<file path="config.mk">
export PLATFORM = sky130hd
export DESIGN_NAME = opb_register_simulink2ppc_flat
export DESIGN_NICKNAME = d
export VERILOG_FILES = /design/src/rtl/opb_register_simulink2ppc_if.sv /design/src/rtl/opb_register_simulink2ppc.sv /design/src/flat_wrapper.sv
export SDC_FILE = /design/constraint.sdc
export NUM_CORES = 1
export LEC_CHECK = 0
export ABC_AREA = 1
export BUFFER_PORTS_ARGS = -buffer_cell sky130_fd_sc_hd__buf_4
export CORE_MARGIN = 1.5
export CORE_UTILIZATION = 24
export CTS_CLUSTER_DIAMETER = 100
export DETAILED_ROUTE_END_ITERATION = 10
export PLACE_DENSITY = 0.47
export SLEW_MARGIN = 10
export SYNTH_ARGS = -nofsm -noshare
export SYNTH_HDL_FRONTEND = slang
export SYNTH_SLANG_ARGS = --single-unit
</file>
<file path="constraint.sdc">
create_clock -name OPB_Clk -period 8.93 [get_ports OPB_Clk]
set_clock_uncertainty 0.1 [all_clocks]
set_input_delay 1.786 -clock OPB_Clk [delete_from_list [all_inputs] [get_ports OPB_Clk]]
set_output_delay 1.786 -clock OPB_Clk [all_outputs]
set_load 0.01 [all_outputs]
</file>
<file path="src/rtl/opb_register_simulink2ppc_if.sv">
// OPB slave-side bus bundle for the simulink2ppc register.
// Groups master-driven request signals and slave-driven response signals.
interface opb_register_simulink2ppc_if;
    logic [0:31] OPB_ABus;
    logic [0:3]  OPB_BE;
    logic [0:31] OPB_DBus;
    logic        OPB_RNW;
    logic        OPB_select;
    logic        OPB_seqAddr;
    logic [0:31] Sl_DBus;
    logic        Sl_xferAck;
    logic        Sl_errAck;
    logic        Sl_retry;
    logic        Sl_toutSup;

    modport master (
        output OPB_ABus,
        output OPB_BE,
        output OPB_DBus,
        output OPB_RNW,
        output OPB_select,
        output OPB_seqAddr,
        input  Sl_DBus,
        input  Sl_xferAck,
        input  Sl_errAck,
        input  Sl_retry,
        input  Sl_toutSup
    );

    modport slave (
        input  OPB_ABus,
        input  OPB_BE,
        input  OPB_DBus,
        input  OPB_RNW,
        input  OPB_select,
        input  OPB_seqAddr,
        output Sl_DBus,
        output Sl_xferAck,
        output Sl_errAck,
        output Sl_retry,
        output Sl_toutSup
    );
endinterface

</file>
<file path="src/rtl/opb_register_simulink2ppc.sv">
// OPB slave publishing a fabric value to the PowerPC.
// Exposes DATA, COUNT and STATUS (fresh/overrun) in one address window.
module opb_register_simulink2ppc #(
    parameter logic [31:0] C_BASEADDR   = 32'h0100E500,
    parameter logic [31:0] C_HIGHADDR   = 32'h0100E5FF,
    parameter int          C_OPB_AWIDTH = 32,
    parameter int          C_OPB_DWIDTH = 32,
    parameter              C_FAMILY     = "virtex6"
) (
    input  logic                        OPB_Clk,
    input  logic                        OPB_Rst,
    opb_register_simulink2ppc_if.slave  opb,
    input  logic [31:0]                 user_data_in,
    input  logic                        user_data_valid
);

    typedef enum logic [1:0] {
        S_IDLE,
        S_ACK,
        S_WAIT
    } state_t;

    // Family string only selects tooling; it has no functional effect.
    if (C_FAMILY == "") begin : g_nofamily
    end

    state_t                    state_q, state_d;
    logic [C_OPB_DWIDTH-1:0]   rdata_q, rdata_d;
    logic [5:0]                off_q, off_d;
    logic                      rnw_q, rnw_d;
    logic                      be_any_q, be_any_d;
    logic [31:0]               data_q, data_d;
    logic [31:0]               count_q, count_d;
    logic                      fresh_q, fresh_d;
    logic                      ovr_q, ovr_d;

    logic [C_OPB_AWIDTH-1:0]   addr;
    logic [5:0]                off;
    logic                      hit;
    logic [C_OPB_DWIDTH-1:0]   rd_mux;
    logic                      ack_cyc;
    logic                      do_wr;
    logic                      rd_data_clr;
    logic                      unused_ok;

    assign addr = opb.OPB_ABus;
    assign off  = opb.OPB_ABus[24:29];
    assign hit  = (addr >= C_BASEADDR) && (addr <= C_HIGHADDR);

    // Write data is never stored: only byte-enable presence matters.
    assign unused_ok = &{1'b0, opb.OPB_seqAddr, opb.OPB_DBus};

    // Read mux over current register contents.
    always_comb begin
        rd_mux = '0;
        unique case (off)
            6'd0:    rd_mux = data_q;
            6'd1:    rd_mux = count_q;
            6'd2:    rd_mux = {30'd0, ovr_q, fresh_q};
            default: rd_mux = '0;
        endcase
    end

    // FSM next state; latch transaction info when the ack is committed.
    always_comb begin
        state_d  = state_q;
        rdata_d  = rdata_q;
        off_d    = off_q;
        rnw_d    = rnw_q;
        be_any_d = be_any_q;
        unique case (state_q)
            S_IDLE: begin
                if (opb.OPB_select && hit) begin
                    state_d  = S_ACK;
                    off_d    = off;
                    rnw_d    = opb.OPB_RNW;
                    be_any_d = |opb.OPB_BE;
                    rdata_d  = opb.OPB_RNW ? rd_mux : '0;
                end
            end
            S_ACK: begin
                state_d = S_WAIT;
            end
            S_WAIT: begin
                if (!opb.OPB_select) begin
                    state_d = S_IDLE;
                end
            end
            default: state_d = S_IDLE;
        endcase
    end

    // FSM and transaction registers.
    always_ff @(posedge OPB_Clk or posedge OPB_Rst) begin
        if (OPB_Rst) begin
            state_q  <= S_IDLE;
            rdata_q  <= '0;
            off_q    <= '0;
            rnw_q    <= 1'b0;
            be_any_q <= 1'b0;
        end else begin
            state_q  <= state_d;
            rdata_q  <= rdata_d;
            off_q    <= off_d;
            rnw_q    <= rnw_d;
            be_any_q <= be_any_d;
        end
    end

    // Bus side effects take place on the edge that ends the ack cycle.
    assign ack_cyc     = (state_q == S_ACK);
    assign do_wr       = ack_cyc && !rnw_q && be_any_q;
    assign rd_data_clr = ack_cyc && rnw_q && (off_q == 6'd0);

    // User-side registers; a capture wins over a concurrent clear.
    always_comb begin
        data_d  = data_q;
        count_d = count_q;
        fresh_d = fresh_q;
        ovr_d   = ovr_q;
        if (do_wr && off_q == 6'd1) begin
            count_d = '0;
        end
        if (do_wr && off_q == 6'd2) begin
            ovr_d = 1'b0;
        end
        if (rd_data_clr) begin
            fresh_d = 1'b0;
        end
        if (user_data_valid) begin
            data_d  = user_data_in;
            count_d = count_d + 32'd1;
            fresh_d = 1'b1;
            if (fresh_q) begin
                ovr_d = 1'b1;
            end
        end
    end

    // User-side register state.
    always_ff @(posedge OPB_Clk or posedge OPB_Rst) begin
        if (OPB_Rst) begin
            data_q  <= '0;
            count_q <= '0;
            fresh_q <= 1'b0;
            ovr_q   <= 1'b0;
        end else begin
            data_q  <= data_d;
            count_q <= count_d;
            fresh_q <= fresh_d;
            ovr_q   <= ovr_d;
        end
    end

    assign opb.Sl_xferAck = ack_cyc;
    assign opb.Sl_DBus    = ack_cyc ? rdata_q : '0;
    assign opb.Sl_errAck  = 1'b0;
    assign opb.Sl_retry   = 1'b0;
    assign opb.Sl_toutSup = 1'b0;

endmodule

</file>
<file path="src/flat_wrapper.sv">
// flat-port wrapper written by rule: the top's interface ports become plain ports
module opb_register_simulink2ppc_flat 
#(
    parameter logic [31:0] C_BASEADDR   = 32'h0100E500,
    parameter logic [31:0] C_HIGHADDR   = 32'h0100E5FF,
    parameter int          C_OPB_AWIDTH = 32,
    parameter int          C_OPB_DWIDTH = 32,
    parameter              C_FAMILY     = "       "
)
  (OPB_Clk, OPB_Rst, user_data_in, user_data_valid, opb_OPB_ABus, opb_OPB_BE, opb_OPB_DBus, opb_OPB_RNW, opb_OPB_select, opb_OPB_seqAddr, opb_Sl_DBus, opb_Sl_xferAck, opb_Sl_errAck, opb_Sl_retry, opb_Sl_toutSup);
  opb_register_simulink2ppc_if opb_i ();
  input  logic OPB_Clk;
  input  logic OPB_Rst;
  input  logic [31:0] user_data_in;
  input  logic user_data_valid;
  input wire logic [$bits(opb_i.OPB_ABus)-1:0] opb_OPB_ABus;
  input wire logic [$bits(opb_i.OPB_BE)-1:0] opb_OPB_BE;
  input wire logic [$bits(opb_i.OPB_DBus)-1:0] opb_OPB_DBus;
  input wire logic [$bits(opb_i.OPB_RNW)-1:0] opb_OPB_RNW;
  input wire logic [$bits(opb_i.OPB_select)-1:0] opb_OPB_select;
  input wire logic [$bits(opb_i.OPB_seqAddr)-1:0] opb_OPB_seqAddr;
  output wire logic [$bits(opb_i.Sl_DBus)-1:0] opb_Sl_DBus;
  output wire logic [$bits(opb_i.Sl_xferAck)-1:0] opb_Sl_xferAck;
  output wire logic [$bits(opb_i.Sl_errAck)-1:0] opb_Sl_errAck;
  output wire logic [$bits(opb_i.Sl_retry)-1:0] opb_Sl_retry;
  output wire logic [$bits(opb_i.Sl_toutSup)-1:0] opb_Sl_toutSup;
  assign opb_i.OPB_ABus = opb_OPB_ABus;
  assign opb_i.OPB_BE = opb_OPB_BE;
  assign opb_i.OPB_DBus = opb_OPB_DBus;
  assign opb_i.OPB_RNW = opb_OPB_RNW;
  assign opb_i.OPB_select = opb_OPB_select;
  assign opb_i.OPB_seqAddr = opb_OPB_seqAddr;
  assign opb_Sl_DBus = opb_i.Sl_DBus;
  assign opb_Sl_xferAck = opb_i.Sl_xferAck;
  assign opb_Sl_errAck = opb_i.Sl_errAck;
  assign opb_Sl_retry = opb_i.Sl_retry;
  assign opb_Sl_toutSup = opb_i.Sl_toutSup;
  opb_register_simulink2ppc #(.C_BASEADDR(C_BASEADDR), .C_HIGHADDR(C_HIGHADDR), .C_OPB_AWIDTH(C_OPB_AWIDTH), .C_OPB_DWIDTH(C_OPB_DWIDTH), .C_FAMILY(C_FAMILY)) u_core (.OPB_Clk(OPB_Clk), .OPB_Rst(OPB_Rst), .opb(opb_i), .user_data_in(user_data_in), .user_data_valid(user_data_valid));
endmodule
</file>
==> metrics.txt, run 1 <==
outcome complete, no violations; Post-Syn Area around 5500 µm²; number of routed nets with antenna violations 0; top cells by area, synth dfrtp_1, nand2_1, inv_1, o21ai_0, nor2_1; Setup-failing EPs final 0; Synth Register Bits 108; worst min-delay path class register to register; final period utilization 0.434; DRT Wirelength 14900 µm; share of the synthesized area in the top cell type 0.487; combinational family with the most area after synthesis simple AND/OR/NAND/NOR gates; final hold slack 0.385 ns; port bufs 105; Post-synth EDFFs 0; delay-heaviest family, CP buffers and inverters; clk_lat worst skew approximately 0.35 ns; Via Count 4651; CTS clk-pin slew, worst paths approximately 0.080 ns; post-route minimum period approximately 3.9 ns; initial antenna violation count 0; CTS Buffer Depth 2; DRT Pass-1 Iters 4; fraction of layout cells with a size suffix above 1 0.187; fin util 0.303; syn avg cell area 7.77 µm²; predominant post-synthesis flop cell dfrtp_1; root buf cell clkbuf_16; post-synthesis adder-cell area fraction 0.00226; Buf+Inv Stages, Crit Path 2; actual slew at the worst max-slew pin 1.12 ns; # fillers between 2000 and 2500; post-route setup slack between 5 and 6 ns; post-synthesis simple-gate area fraction 0.247; setup slack, reg-to-reg slightly below 6 ns; Final nets 909; max-slew violations 0; DIE AREA about 24000 µm²; XOR/XNOR Fraction of Synth Area 0.0347; ANT cells 0; Setup crit start kind input port; vias in the first global route 4590; Hold EP u_core.rdata_q[1]; Leakage 0.00358 µW; Peak Freq 258 MHz; Hold-fix buffers, CTS 0; Synth area leader dfrtp_1; commonest non-fill, non-tap cell in the layout nand2_1; crit-path cells buf_4, nor4_1, nand3_1, nor3_1, nand2_1, inv_1, o21ai_0; r2r endpoint u_core.count_q[17]; DRC viols 0; gp weighted congestion 0.746; Hold Path Stages 2; DRT iter0 DRCs 273; Max-Cap Viols 0; proportion of synthesized area in mux cells 0; overall global routing resource usage 0.128; die extent in y 155 µm; DR WL/cell 13.6 µm; Post-CTS Resized 0; synth warn 0; Req. time, crit path 9.03 ns; Ports 142; Worst R2R Start u_core.state_q[1]; WP data arrival 3.97 ns; Num CTS Buffers 9; post-synthesis compound-gate area fraction 0.108; Congestion Overflow GR 0; slowest stage delay, CP 0.93 ns; Final Cell Area 6870 µm²; CTS HTree Levels 3; Slowest-stage cell, CP inv_1; first-pass GRT wire length approximately 24000 µm; dpl cell area 6560 µm²; Chip Width 155 µm; crit path max fanout 36; Post-CTS Setup Bufs 0; Mapped Cells 714; DR vias/cell 4.26; FF-to-FF path depth 10; pwr dens 166 nW/µm²; Area Growth Syn to Fin 23.8%; Clock Sinks 108; register area share after synthesis 0.487; Initial Util 0.245; Crit Path Category input port to register; final hold vios 0; Hold Crit Start u_core.rdata_q[1]; total negative setup slack 0 ns; Max VDD drop 0.0920 mV; post-synth cell types 32; largest net degree at the start of global routing 71; Async S/R FF share, synth 1.00; dpl ws ~4.6 ns; crit end category register; DPL Wire Length between 10000 and 15000 µm; slew margin rel. 0.251; Core ar. 22600 µm²; RSZ-0062 raised after global routing false; row count between 50 and 60; CTS tree built; most frequent cells in the layout nand2_1, inv_1, dfrtp_1
==> Yosys cell counts, types with 2 or more instances <==
library cell,instances
o21ai_0,73
nor2_1,83
buf_2,6
nor2_2,8
nand4_1,13
nand2_2,3
nor4_1,4
nand3_1,29
xor2_1,20
buf_4,5
o22ai_1,32
inv_2,2
clkbuf_1,19
inv_1,132
nand3b_1,3
nand2_1,142
a31oi_1,3
buf_6,2
nand3_2,4
nor3_1,7
xnor2_1,2
dfrtp_1,108
nor2_4,5
==> final cells by class <==
| class | instances | area (µm²) | share of cell area |
|---|---|---|---|
| Multi-Input combinational cell | 442 | 2200 | 0.320 |
| Timing Repair Buffer | 107 | 803 | 0.117 |
| Clock inverter | 5 | 61.3 | 0.00893 |
| Clock buffer | 11 | 243 | 0.0353 |
| Inverter | 134 | 505 | 0.0736 |
| Tap cell | 285 | 357 | 0.0519 |
| Sequential cell | 108 | 2700 | 0.394 |
==> cell families (layout without fill, tap and decap cells) <==
| kind of cell | Yosys count | count (layout) |
|---|---|---|
| simple gates | 306 | 306 |
| buf+inv | 166 | 257 |
| compound gates | 110 | 110 |
| flops | 108 | 108 |
| xor+xnor | 22 | 22 |
| fa+ha+maj | 1 | 1 |
| other cells | 1 | 3 |
==> flip-flops by register name, summed over array words and instances (netlist names) <==
| register | cells |
|---|---|
| u_core.be_any_q | 1 |
| u_core.count_q | 32 |
| u_core.data_q | 32 |
| u_core.fresh_q | 1 |
| u_core.off_q | 6 |
| u_core.ovr_q | 1 |
| u_core.rdata_q | 32 |
| u_core.rnw_q | 1 |
| u_core.state_q | 2 |
==> worst max path at each step <==
stage                          start                  to  cells past startpoint
floorplan                    OPB_Rst     u_core.be_any_q                      1
detailed placement  opb_OPB_ABus[20]  u_core.rdata_q[20]                      7
CTS                 opb_OPB_ABus[20]  u_core.rdata_q[20]                      7
finish              opb_OPB_ABus[20]  u_core.rdata_q[20]                      7
global route        opb_OPB_ABus[20]   u_core.rdata_q[2]                      7
global placement    opb_OPB_ABus[20]  u_core.rdata_q[20]                      7
==> power breakdown <==
group	internal, µW	total [µW]	switching (µW)
clock network	226	416	190
logic	68.9	173	104
registers	526	552	26.6
==> tightest hold or removal path, cell delays in order, from the launching register on <==
cell and delay, ns:
dfrtp_1 0.34, nand2_1 0.05, o21ai_0 0.06
==> through the flow <==
step,total power [µW],std cells
final,1140,1092
after global routing,1210,1092
after CTS,1160,1092
after global placement,735,1076
after floorplan,678,716
after detailed placement,738,1076
==> per-layer routing <==
layer | track usage | vias up | wire [µm]
met2 | 0.196 | 116 | 6320
met3 | 0.0354 | 8 | 851
met4 | 0.0234 | 0 | 150
met1 | 0.183 | 2137 | 7530
met5 | 0 | - | 0
li1 | - | 2390 | -
Power figures use the tool's default switching activity.
==> run 2, diff against run 1 <==
==> constraint.sdc (replaced) <==
create_clock -name OPB_Clk -period 3.77 [get_ports OPB_Clk]
set_clock_uncertainty 0.1 [all_clocks]
set_input_delay 0.754 -clock OPB_Clk [delete_from_list [all_inputs] [get_ports OPB_Clk]]
set_output_delay 0.754 -clock OPB_Clk [all_outputs]
set_load 0.01 [all_outputs]
==> metrics.txt, run 2 (synthesis results as in run 1) <==
DRC viols 0 (unchanged); Worst R2R Start u_core.state_q[1]; CTS Buffer Depth 2 (unchanged); Final nets 914 (+0.55%); DPL Wire Length 10300 µm (+2.7%); clk_lat worst skew 0.36 ns (about the same); cell-internal power 1930 µW (+130%); pwr dens 390 nW/µm² (+140%); largest net degree at the start of global routing 70 (-1.4%); Max-Cap Viols 0 (unchanged); final hold vios 0 (unchanged); post-route setup slack 0.977 ns (-4.08 ns); Initial Util 0.245 (unchanged); Post-CTS Resized 0 (unchanged); DRT Pass-1 Iters 4 (unchanged); Num CTS Buffers 9 (unchanged); slew margin rel. 0.457 (+0.205); fraction of layout cells with a size suffix above 1 0.192 (+0.00501); DR WL/cell 13.5 µm (-0.56%); Area Growth Syn to Fin 24.6%; final period utilization 0.741; Leakage 0.00361 µW (+0.64%); Clock Sinks 108 (unchanged); Crit Path Category register to register; DRT Wirelength 14800 µm (-0.11%); Peak Freq 358 MHz; number of routed nets with antenna violations 0 (unchanged); DIE AREA 24000 µm² (unchanged); Setup crit start kind register; actual slew at the worst max-slew pin 0.813 ns (-0.309 ns); Logic pwr share 0.154 (+0.003); dpl cell area 6610 µm² (+0.69%); Max VDD drop 0.215 mV (+130%); CTS tree built; commonest non-fill, non-tap cell in the layout nand2_1; Post-CTS Setup Bufs 0 (unchanged); Hold Crit Start u_core.off_q[5]; die extent in y 155 µm (unchanged); sequential share of power 0.485 (about the same); Switching Fraction 0.285 (+0.00492); Critical path origin u_core.state_q[1]; RSZ-0062 raised after global routing false; root buf cell clkbuf_16; total negative setup slack 0 ns (unchanged); gp weighted congestion 0.746 (about the same); Hold-fix buffers, CTS 0 (unchanged); most frequent cells in the layout nand2_1, inv_1, buf_4; Ports 142 (unchanged); dpl ws 0.914 ns (-3.66 ns); outcome complete, no violations; row count 55 (unchanged); # fillers 2476 (+0.32%); first-pass GRT wire length 24100 µm (-0.54%); post-route minimum period about 2.8 ns; port bufs 105 (unchanged); Via Count 4693 (+0.90%); Congestion Overflow GR 0 (unchanged); max-slew violations 0 (unchanged); initial antenna violation count 0 (unchanged); CTS HTree Levels 3 (unchanged); Req. time, crit path 3.91 ns (-5.12 ns); Net Sw Power 770 µW (+140%); vias in the first global route 4573 (-0.37%); crit end category register; CTS clk-pin slew, worst paths 0.07 ns (about the same); ANT cells 0 (unchanged); crit path max fanout 35 (-2.8%); overall global routing resource usage 0.128 (-0.000636); Chip Width 155 µm (unchanged); Final Cell Area 6910 µm² (+0.64%); worst min-delay path class register to register; Setup-failing EPs final 0 (unchanged); Clock Power Share 0.361 (-0.003); DRT iter0 DRCs 223 (-18%); DR vias/cell 4.28 (+0.44%); Core ar. 22600 µm² (unchanged); largest registers u_core.count_q x32, u_core.data_q x32, u_core.rdata_q x32; WP data arrival 2.94 ns (-1.03 ns)
==> run 2: cell count changes in the layout (fill, tap and decap cells not counted) <==
| cell | change |
|---|---|
| nand3_2 | -1 |
| clkbuf_1 | -1 |
| clkinv_4 | +1 |
| buf_4 | +4 |
| buf_12 | +1 |
| nand3_1 | +1 |
| clkinvlp_4 | +1 |
| clkbuf_8 | -1 |
==> run 2: layer usage <==
metal	global-route usage	vias up	share of wire
li1	-	2405	-
met1	0.180	2157	0.51
met2	0.196	121	0.42
met3	0.0295	10	0.062
met4	0.0343	0	0.011
met5	0	-	0
==> run 2: power by group through the flow <==
stage | Combinational (µW) | Clock [µW] | Sequential, µW
floorplan | 290 | 0 | 1320
global placement | 417 | 0 | 1330
detailed placement | 422 | 0 | 1330
CTS | 425 | 1000 | 1310
global route | 478 | 1040 | 1320
finish | 416 | 973 | 1310
==> run 2: area by class of cell <==
type / instances / area (µm²) / area share
tap: 285 / 357 / 0.0516
clock buffer: 9 / 225 / 0.0326
inverter: 134 / 505 / 0.0731
timing repair buffer: 112 / 853 / 0.123
clock inverter: 7 / 77.6 / 0.0112
sequential: 108 / 2700 / 0.391
multi-input combinational: 442 / 2190 / 0.317
==> run 2: worst paths after layout <==
| path | depth (start not counted) | to | slack [ns] |
|---|---|---|---|
| worst max-delay path | 10 | u_core.count_q[17] | 0.98 |
| worst min-delay path | 2 | u_core.off_q[5] | 0.39 |
| worst max register to register | 10 | u_core.count_q[17] | 0.98 |
| worst min register to register | 2 | u_core.off_q[5] | 0.39 |
| max in group asynchronous | 3 | u_core.rdata_q[26] | 2.38 |
| min in group asynchronous | 2 | u_core.rdata_q[4] | 0.44 |
==> run 2: metrics by stage <==
step                std cells  hold WS [ns]  utilization  power, µW
finish                   1097         0.387        0.305       2700
global route             1097         0.409        0.305       2840
CTS                      1097         0.392        0.305       2740
floorplan                 716         0.350            -       1610
global placement         1081         0.362        0.292       1750
detailed placement       1081         0.376        0.292       1750
==> run 2: critical path, cell delays in order (launching register included) <==
cell and delay, ns:
dfrtp_1 0.39, inv_2 0.07, nand2_4 0.31, nor2_1 0.11, nand3_2 0.37, nand3_1 0.27
nor2_4 0.19, nand3_2 0.13, nor2_2 0.44, nand2_1 0.14, xor2_1 0.17
==> run 3, diff against run 2 <==
--- a/config.mk
+++ b/config.mk
@@ -5,13 +5,13 @@
 export SDC_FILE = /design/constraint.sdc
 export NUM_CORES = 1
 export LEC_CHECK = 0
-export ABC_AREA = 1
+export ABC_AREA = 0
 export BUFFER_PORTS_ARGS = -buffer_cell sky130_fd_sc_hd__buf_4
 export CORE_MARGIN = 1.5
 export CORE_UTILIZATION = 24
 export CTS_CLUSTER_DIAMETER = 100
 export DETAILED_ROUTE_END_ITERATION = 10
-export PLACE_DENSITY = 0.47
+export PLACE_DENSITY = 0.49
 export SLEW_MARGIN = 10
 export SYNTH_ARGS = -nofsm -noshare
 export SYNTH_HDL_FRONTEND = slang
==> constraint.sdc (replaced) <==
create_clock -name OPB_Clk -period 2.26 [get_ports OPB_Clk]
set_clock_uncertainty 0.1 [all_clocks]
set_input_delay 0.452 -clock OPB_Clk [delete_from_list [all_inputs] [get_ports OPB_Clk]]
set_output_delay 0.452 -clock OPB_Clk [all_outputs]
set_load 0.01 [all_outputs]
==> metrics.txt, run 3 <==
Max VDD drop 0.327 mV (+52%); final period utilization 0.982 (+0.242); vias in the first global route 4238 (-7.3%); Via Count 4049 (-14%); fin util 0.321 (+0.0156); DPL Wire Length 9360 µm (-9.2%); # fillers 2204 (-11%); FF-to-FF path depth 8 (-2); Hold-fix buffers, CTS 0 (unchanged); setup slack, reg-to-reg 0.04 ns (-0.94 ns); Crit Path Category register to register; Req. time, crit path 2.44 ns (-1.47 ns); predominant post-synthesis flop cell dfrtp_1; Post-Syn Area 5420 µm² (-2.4%); failing checks DRC; crit-path cells nor4bb_4, nand3_4, and2_4, ha_4, nand4_4, or3_4, or4_1, a21oi_2; post-route minimum period 2.22 ns (-0.573 ns); Core ar. 22000 µm² (-3.0%); CTS HTree Levels 3 (unchanged); Async S/R FF share, synth 1.00 (unchanged); Peak Freq 450 MHz (+26%); number of routed nets with antenna violations 0 (unchanged); DR vias/cell 4.61 (+7.7%); Synth Register Bits 108 (unchanged); worst min-delay path class input port to async pin; commonest non-fill, non-tap cell in the layout buf_4; DRT iter0 DRCs 222 (-0.45%); Setup crit start kind register; crit end category register; Ports 142 (unchanged); clk_lat worst skew 0.35 ns (about the same); CTS clk-pin slew, worst paths 0.07 ns (about the same); Clock Sinks 108 (unchanged); CTS Buffer Depth 2 (unchanged); top cells by area, synth dfrtp_1, mux2_2, mux2i_1, and2_1, nor2_1; Max-Cap Viols 0 (unchanged); port bufs 103 (-1.9%); DRT Wirelength 13700 µm (-7.7%); slowest stage delay, CP 0.43 ns (about the same); register area share after synthesis 0.499 (+0.0118); Num CTS Buffers 9 (unchanged); WP data arrival 2.40 ns (-0.54 ns); Final Cell Area 7050 µm² (+2.0%); CTS tree built; row count 54 (-1.8%); DIE AREA 23500 µm² (-2.3%); overall global routing resource usage 0.118 (-0.00944); Area Growth Syn to Fin 30.1%; Post-synth EDFFs 0 (unchanged); final hold vios 0 (unchanged); commonest cells in the netlist dfrtp_1, mux2_2, nor2_1, and2_1, mux2i_1; dpl cell area 6690 µm² (+1.2%); initial antenna violation count 0 (unchanged); outcome complete, but fails checks; Worst R2R Start u_core.off_q[0]; final hold slack 0.0311 ns (-0.356 ns); RSZ-0062 raised after global routing true; DRC viols 13 (+13); Leakage 0.00317 µW (-12%); ANT cells 0 (unchanged); pwr dens 609 nW/µm² (+56%); Initial Util 0.247 (+0.00163); syn avg cell area 11.2 µm² (+44%); Mapped Cells 485 (-32%); crit path max fanout 8 (-77%); DR WL/cell 15.6 µm (+15%); largest registers u_core.count_q x32, u_core.data_q x32, u_core.rdata_q x32; total negative setup slack 0 ns (unchanged); Critical path origin u_core.off_q[0]; r2r endpoint u_core.count_q[20]; most frequent cell after synthesis dfrtp_1; Critical Path End u_core.count_q[20]; share of the synthesized area in the top cell type 0.499 (+0.0118); Congestion Overflow GR 0 (unchanged); synth warn 0 (unchanged); max-slew violations 0 (unchanged); Final nets 703 (-23%); Setup-failing EPs final 0 (unchanged); actual slew at the worst max-slew pin 0.712 ns (-0.101 ns); post-synth cell types 41 (+28%); fraction of layout cells with a size suffix above 1 0.404 (+0.212); slew margin rel. 0.526 (+0.0690); DRT Pass-1 Iters 10 (+6); gp weighted congestion 0.743 (-0.38%); die extent in y 153 µm (-1.2%); Chip Width 153 µm (-1.2%); first-pass GRT wire length 22000 µm (-8.7%); most frequent cells in the layout buf_4, dfrtp_1, mux2_2; Slowest-stage cell, CP or4_1; largest net degree at the start of global routing 42 (-40%); Synth area leader dfrtp_1; root buf cell clkbuf_16
[run 3: cell types whose count changed after synthesis, moves of 33 or more]
cell,change
nand2_1,-122
mux2_2,+73
mux2i_1,+33
inv_1,-126
nor2_1,-39
o21ai_0,-67
and2_1,+33
[run 3: final cells by class]
cell class | count | area [µm²] | share of cell area
tap | 280 | 350 | 0.0497
clock buffer | 12 | 267 | 0.0378
multi-input combinational | 340 | 2640 | 0.374
clock inverter | 2 | 10.0 | 0.00142
inverter | 6 | 26.3 | 0.00373
sequential | 108 | 2700 | 0.384
timing repair buffer | 131 | 1050 | 0.150
[run 3: metrics by stage]
step,total power (µW),worst slack (ns),cells
floorplan,2560,-0.0745,487
global placement,2800,-0.0178,861
detailed placement,2820,-0.0504,861
CTS,4340,0.00564,875
global route,4530,-0.0994,879
finish,4290,0.0398,879
[run 3: what timing repair did]
action,in CTS,in global routing
gates cloned,0,1
setup endpoints to repair,16,18
pin swaps,1,2
buffers inserted,0,3
gates resized for setup,1,10
[run 3: power breakdown]
| part | internal [µW] | total (µW) | switching [µW] |
|---|---|---|---|
| clock | 823 | 1500 | 681 |
| combinational | 355 | 641 | 287 |
| sequential | 2050 | 2150 | 96.3 |
| total | 3230 | 4290 | 1060 |
[run 3: critical path: cells and delay by family, from the launching register on]
kind,cells,cell delay [ns]
DFF,1,0.39
adders and majority gates,1,0.15
and+or+nand+nor,6,1.37
AOI/OAI and AO/OA,1,0.13
[run 3: how the worst min path moves through the flow]
| stage | slack [ns] | endpoint | depth (start not counted) | from |
|---|---|---|---|---|
| 2_1_floorplan | 0.36 | u_core.ovr_q | 2 | u_core.ovr_q |
| 3_3_place_gp | 0.38 | u_core.ovr_q | 2 | u_core.fresh_q |
| 3_5_place_dp | 0.39 | u_core.rdata_q[21] | 1 | u_core.rdata_q[21] |
| 4_1_cts | 0.03 | u_core.count_q[2] | 2 | OPB_Rst |
| 5_1_grt | 0.04 | u_core.count_q[2] | 2 | OPB_Rst |
| 6_report | 0.03 | u_core.count_q[2] | 2 | OPB_Rst |
[run 3: routing by layer]
layer	vias to the layer above	global-route usage	routed length, µm
met5	-	0	0
met4	0	0.0331	82
met3	4	0.0329	585
met2	90	0.189	6590
met1	2010	0.157	6440
li1	1945	-	-
[run 3: cells by family (layout without fill, tap and decap cells)]
logic type / after synthesis / in the layout / synth area share
compound gates: 43 / 43 / 0.0487
xor+xnor: 11 / 11 / 0.0178
fa+ha+maj: 1 / 1 / 0.00231
buf+inv: 40 / 151 / 0.0358
flops: 108 / 108 / 0.499
mux: 106 / 106 / 0.213
other cells: 1 / 3 / 0.000692
simple gates: 175 / 176 / 0.183
